## src/rtl/bcd_pkg.sv

```systemverilog
// Shared types and constants for the sequential binary-to-BCD converter.
// Double-dabble adjust thresholds and the FSM state encoding live here.
package bcd_pkg;

    typedef enum logic [1:0] {
        IDLE,
        ADJUST,
        SHIFT,
        DONE
    } state_t;

    localparam int          BCD_DIGIT_W    = 4;
    localparam logic [3:0]  BCD_ADJ_THRESH = 4'd4;
    localparam logic [3:0]  BCD_ADJ_ADD    = 4'd3;
    localparam logic [3:0]  BCD_MAX_DIGIT  = 4'd9;

endpackage

```

## src/rtl/bcd_digit_adj.sv

```systemverilog
// Add-3-if-greater-than-4 cell for one BCD digit.
// Inputs above 9 never occur, so the 4-bit sum cannot wrap.
module bcd_digit_adj
    import bcd_pkg::*;
(
    input  logic [3:0] digit,
    output logic [3:0] adj
);

    assign adj = (digit > BCD_ADJ_THRESH) ? digit + BCD_ADJ_ADD : digit;

endmodule

```

## src/rtl/bin2bcd_seq.sv

```systemverilog
// Sequential double-dabble binary-to-BCD converter with start/busy/done.
// Optional LEADING_ZERO_BLANK_EN registers per-digit leading-zero blanking.
module bin2bcd_seq
    import bcd_pkg::*;
#(
    parameter int DATA_W = 20,
    parameter int DIGITS = 6
) (
    input  logic                          sys_clk,
    input  logic                          sys_rst_n,
    input  logic                          start,
    input  logic [DATA_W-1:0]             data,
    output logic                          busy,
    output logic                          done,
    output logic                          overflow,
    output logic [BCD_DIGIT_W*DIGITS-1:0] bcd,
    output logic [DIGITS-1:0]             digit_en
);

    localparam int BCD_W  = BCD_DIGIT_W * DIGITS;
    localparam int WORK_W = BCD_W + DATA_W;
    localparam int CNT_W  = $clog2(DATA_W + 1);

    localparam logic [CNT_W-1:0] CNT_LAST = CNT_W'(DATA_W - 1);
    localparam logic [BCD_W-1:0] BCD_SAT  = {DIGITS{BCD_MAX_DIGIT}};

    state_t              state;
    state_t              state_nxt;
    logic [WORK_W-1:0]   work;
    logic [CNT_W-1:0]    cnt;
    logic                carry;
    logic [BCD_W-1:0]    adj_bcd;
    logic [BCD_W-1:0]    res;

    for (genvar g = 0; g < DIGITS; g++) begin : g_adj
        bcd_digit_adj u_adj (
            .digit (work[DATA_W + g*BCD_DIGIT_W +: BCD_DIGIT_W]),
            .adj   (adj_bcd[g*BCD_DIGIT_W +: BCD_DIGIT_W])
        );
    end

    always_ff @(posedge sys_clk or negedge sys_rst_n) begin
        if (!sys_rst_n) state <= IDLE;
        else            state <= state_nxt;
    end

    always_comb begin
        state_nxt = state;
        unique case (state)
            IDLE:    state_nxt = start ? ADJUST : IDLE;
            ADJUST:  state_nxt = SHIFT;
            SHIFT:   state_nxt = (cnt == CNT_LAST) ? DONE : ADJUST;
            DONE:    state_nxt = IDLE;
        endcase
    end

    assign busy = (state == ADJUST) || (state == SHIFT);

    // Carry keeps any digit shifted past the top: the value needs more digits
    always_ff @(posedge sys_clk or negedge sys_rst_n) begin
        if (!sys_rst_n) begin
            work  <= '0;
            cnt   <= '0;
            carry <= 1'b0;
        end else begin
            unique case (state)
                IDLE: begin
                    if (start) begin
                        work  <= {{BCD_W{1'b0}}, data};
                        cnt   <= '0;
                        carry <= 1'b0;
                    end
                end
                ADJUST: work[WORK_W-1 -: BCD_W] <= adj_bcd;
                SHIFT: begin
                    carry <= carry | work[WORK_W-1];
                    work  <= work << 1;
                    cnt   <= cnt + CNT_W'(1);
                end
                DONE: ;
            endcase
        end
    end

    assign res = carry ? BCD_SAT : work[WORK_W-1 -: BCD_W];

    always_ff @(posedge sys_clk or negedge sys_rst_n) begin
        if (!sys_rst_n) begin
            done     <= 1'b0;
            overflow <= 1'b0;
            bcd      <= '0;
        end else begin
            done <= (state == DONE);
            if (state == DONE) begin
                overflow <= carry;
                bcd      <= res;
            end
        end
    end

`ifdef LEADING_ZERO_BLANK_EN
    logic [DIGITS-1:0] en_nxt;
    logic              seen;

    always_comb begin
        seen   = 1'b0;
        en_nxt = '0;
        for (int i = DIGITS - 1; i >= 0; i--) begin
            seen      = seen | (res[i*BCD_DIGIT_W +: BCD_DIGIT_W] != 4'd0);
            en_nxt[i] = seen | (i == 0);
        end
    end

    always_ff @(posedge sys_clk or negedge sys_rst_n) begin
        if (!sys_rst_n)          digit_en <= DIGITS'(1);
        else if (state == DONE)  digit_en <= en_nxt;
    end
`else
    assign digit_en = '1;
`endif

endmodule

```

## config.mk

```make
export PLATFORM = sky130hd
export DESIGN_NAME = bin2bcd_seq
export DESIGN_NICKNAME = d
export VERILOG_FILES = /design/src/rtl/bcd_pkg.sv /design/src/rtl/bcd_digit_adj.sv /design/src/rtl/bin2bcd_seq.sv
export SDC_FILE = /design/constraint.sdc
export NUM_CORES = 1
export LEC_CHECK = 0
export ABC_AREA = 1
export CORE_MARGIN = 10
export CORE_UTILIZATION = 30
export DETAILED_ROUTE_END_ITERATION = 12
export GPL_TIMING_DRIVEN = 1
export PLACE_DENSITY = 0.46
export SETUP_SLACK_MARGIN = 0.02
export SYNTH_ARGS = -nofsm -noshare
export SYNTH_HDL_FRONTEND = slang
export SYNTH_SLANG_ARGS = --single-unit
```

## constraint.sdc

```tcl
create_clock -name sys_clk -period 4.4 [get_ports sys_clk]
set_input_delay 0.88 -clock sys_clk [delete_from_list [all_inputs] [get_ports sys_clk]]
set_output_delay 0.88 -clock sys_clk [all_outputs]
set_load 0.05 [all_outputs]
```

==> impl_table.tex <==
\begin{tabular}{lr}
\hline
Metric & Value \\
\hline
\multicolumn{2}{l}{\textbf{Pwr}} \\
\quad Power density over the cells & between 500 and 600 nW/um2 \\
\quad Leakage power summed over all cells & 2.23 nW \\
\quad Largest voltage drop on the vdd net & 0.000223 V \\
\multicolumn{2}{l}{\textbf{Synthesis}} \\
\quad Count leader, synth & nand2\_1 \\
\quad Post-synthesis sequential element count & 78 \\
\quad Synth Cell Area & around 4000 um2 \\
\quad Async SR Flop Fraction & 1.00 \\
\quad Number of enable flip-flop cells after synthesis & 0 \\
\quad Warnings from Yosys & 0 \\
\quad Proportion of netlist area held by the largest area contributor & 0.491 \\
\quad Synth area leaders & dfrtp\_1 (49\%), nand2\_1 (11\%), o21ai\_0 (6.7\%), ha\_1 (5.7\%), inv\_1 (5.5\%) \\
\quad Most area-hungry cell type in the Yosys netlist & dfrtp\_1 \\
\quad Top cells by instance count after synthesis & nand2\_1 (118), dfrtp\_1 (78), inv\_1 (58) \\
\quad Number of library cell types mapped by synthesis & 20 \\
\quad Top FF cell, synth & dfrtp\_1 \\
\quad Share of the yosys chip area belonging to registers & 0.491 \\
\quad Synthesized area per cell & 8.21 um2 \\
\quad Synthesized instance count & 484 \\
\multicolumn{2}{l}{\textbf{Worst setup path}} \\
\quad Required time of the critical path & around 3500 ps \\
\quad Startpoint type of the worst setup path & flop \\
\quad Data arrival, critical path & about 2000 ps \\
\quad Worst-path cell chain & inv\_1 > ha\_1 > clkdlybuf4s50\_1 \\
\quad Number of buffers and inverters on the critical path & 2 \\
\quad Worst setup path class & reg2out \\
\quad Gate family responsible for the most delay along the worst path & buffers and inverters \\
\quad Crit path capture type & primary output \\
\quad Standard cell with the maximum stage delay on the critical path & clkdlybuf4s50\_1 \\
\quad Largest fanout of any net on the critical path & 5 \\
\quad Slowest cell delay on critical path & about 800 ps \\
\multicolumn{2}{l}{\textbf{Timing}} \\
\quad Unrepaired setup endpoints after global routing & no \\
\quad Peak clock frequency supported by timing & 351 MHz \\
\quad Worst-Margin Slew & $\sim$1000 ps \\
\quad Worst setup skew after layout & 4.25 ps \\
\quad Final Hold Vio Count & 0 \\
\quad Worst max-slew margin expressed relative to the limit & 0.330 \\
\quad Setup TNS & 0 ps \\
\quad Final critical path time including I/O delays and setup & 2850 ps \\
\quad Number of max-slew violations in the final report & 0 \\
\quad Total of endpoints with negative setup slack in the final report & 0 \\
\quad Fraction of the cycle the final worst path needs & 0.647 \\
\multicolumn{2}{l}{\textbf{Placement}} \\
\quad Number of buffer cells added on primary ports & 49 \\
\quad HPWL reported at the end of detailed placement & 7040 um \\
\quad Final Wtd Congestion & between 0.7 and 0.8 \\
\multicolumn{2}{l}{\textbf{GRT}} \\
\quad GRT Resource Usage Total & 0.121 \\
\quad Wire length of the first global-routing pass & 17,400 um \\
\quad Number of global-route vias before repair & 3,335 \\
\quad Total grt overflow & 0 \\
\quad Initial antenna violation count & 0 \\
\quad Maximum number of pins on one net before global-route repair & 79 \\
\multicolumn{2}{l}{\textbf{Cells and area}} \\
\quad Area growth syn-to-layout & 22.7\% \\
\quad Net count reported at finish & 566 \\
\quad Final antenna diode count & 0 \\
\quad Share of layout cells above drive strength 1 & 0.0586 \\
\quad Final core occ & 0.381 \\
\multicolumn{2}{l}{\textbf{Detailed routing}} \\
\quad Post-detailed-route via-to-cell ratio & $\sim$4.7 \\
\quad Routed WL & 10,700 um \\
\quad Routed wire per std cell & 15.2 um \\
\quad Remaining antenna violation count after routing & 0 \\
\quad Via count of the routed design & between 3,000 and 4,000 \\
\quad Starting DRC count in detailed routing & around 200 \\
\quad Number of detailed-route iterations in the first pass & 4 \\
\quad Final routed DRC violation total & 0 \\
\multicolumn{2}{l}{\textbf{Run status}} \\
\quad Run status & finished clean \\
\multicolumn{2}{l}{\textbf{Clock network}} \\
\quad Maximum count of clock buffers along a single path & 2 \\
\quad TritonCTS clock tree & done \\
\quad Clk\_lat worst skew & 350 ps \\
\quad Inserted Clock Buffers & 9 \\
\quad Root cell of the clock tree & clkbuf\_16 \\
\quad CTS HTree Levels & 3 \\
\quad Clock-pin slew on the worst setup and hold paths & 60 ps \\
\quad Post-CTS Hold Buffers & 0 \\
\quad Clock sink total & 78 \\
\quad Resized cells post-CTS & 0 \\
\quad Total setup buffers inserted after CTS & 0 \\
\multicolumn{2}{l}{\textbf{Floorplan}} \\
\quad Chip Height & about 140 um \\
\quad Num rows & between 40 and 50 \\
\quad IO Pins & 56 \\
\quad Starting Density & 0.311 \\
\quad Core ar. & about 13,000 um2 \\
\quad Die ar. & between 15,000 and 20,000 um2 \\
\quad Die extent in x & around 140 um \\
\multicolumn{2}{l}{\textbf{Flow run}} \\
\quad Max cap viols & 0 \\
\multicolumn{2}{l}{\textbf{Min path}} \\
\quad Class of the tightest hold or removal check & reg2reg \\
\hline
\end{tabular}
==> placed cells by master (no fill, tap or decap), drive strengths merged <==
master	instances
nand2	120
o211ai	19
inv	62
a21oi	14
o22ai	19
ha	18
dfrtp	78
nand4	4
bufinv	2
clkdlybuf4s50	48
conb	6
clkbuf	11
o21ai	67
nand3	19
clkinv	2
nor2	38
buf	2
==> per-layer routing <==
| layer | wire [um] | up-vias | share of wire | global-route usage |
|---|---|---|---|---|
| li1 | - | 1650 | - | - |
| met1 | 5030 | 1559 | 0.47 | 0.151 |
| met2 | 4790 | 83 | 0.45 | 0.190 |
| met3 | 650 | 14 | 0.061 | 0.0386 |
| met4 | 183 | 0 | 0.017 | 0.0490 |
| met5 | 0 | - | 0 | 0 |
==> layout make-up <==
type,count,area (um2)
Clock inverter,4,70.1
Multi-Input combinational cell,324,1650
Tap cell,172,215
Fill cell,1324,7900
Inverter,62,233
Sequential cell,78,1950
Timing Repair Buffer,50,495
Clock buffer,11,253
==> flip-flops by register name (all words and copies together) (netlist names) <==
name,flops
bcd,24
carry,1
cnt,5
done,1
overflow,1
state,2
work,44
==> final timing paths <==
check	startpoint	endpoint	slack, ps	cells after the start
worst max register to register	state[0]	work[38]	1890	6
max in group asynchronous	sys_rst_n	state[0]	3050	1
worst min-delay path	bcd[18]	bcd[18]	490	2
min in group asynchronous	sys_rst_n	work[17]	680	1
worst max-delay path	state[1]	busy	1550	3
worst min register to register	bcd[18]	bcd[18]	490	2
==> logic make-up after synthesis <==
logic type / Yosys count / share of synthesized area
and+or+nand+nor: 181 / 0.186
buffers and inverters: 87 / 0.0970
AOI/OAI and AO/OA: 119 / 0.168
DFF: 78 / 0.491
adders and majority gates: 18 / 0.0567
other: 1 / 0.000944
==> power by group <==
part           total [mW]  switching [mW]  leakage, nW  internal (mW)
combinational       0.964           0.670         1.07          0.294
sequential          0.966          0.0853         1.00          0.881
clock               0.820           0.298        0.161          0.522
==> tightest hold or removal path, stage by stage, from the launching register on <==
cell     delay [ps]
dfrtp_1         340
nand2_1          50
o21ai_1          60
==> metrics by stage <==
| step | power [mW] | setup slack (ps) | cells | hold slack, ps | instance area, um2 |
|---|---|---|---|---|---|
| after floorplan | 1.67 | 2500 | 489 | 486 | 3990 |
| after global placement | 1.94 | 1870 | 686 | 484 | 4550 |
| after detailed placement | 1.95 | 1790 | 686 | 484 | 4550 |
| after CTS | 2.79 | 1510 | 701 | 497 | 4870 |
| after global routing | 2.95 | 1440 | 701 | 532 | 4870 |
| final | 2.75 | 1550 | 701 | 493 | 4870 |
Note: power is estimated with default switching activity, not from simulation.
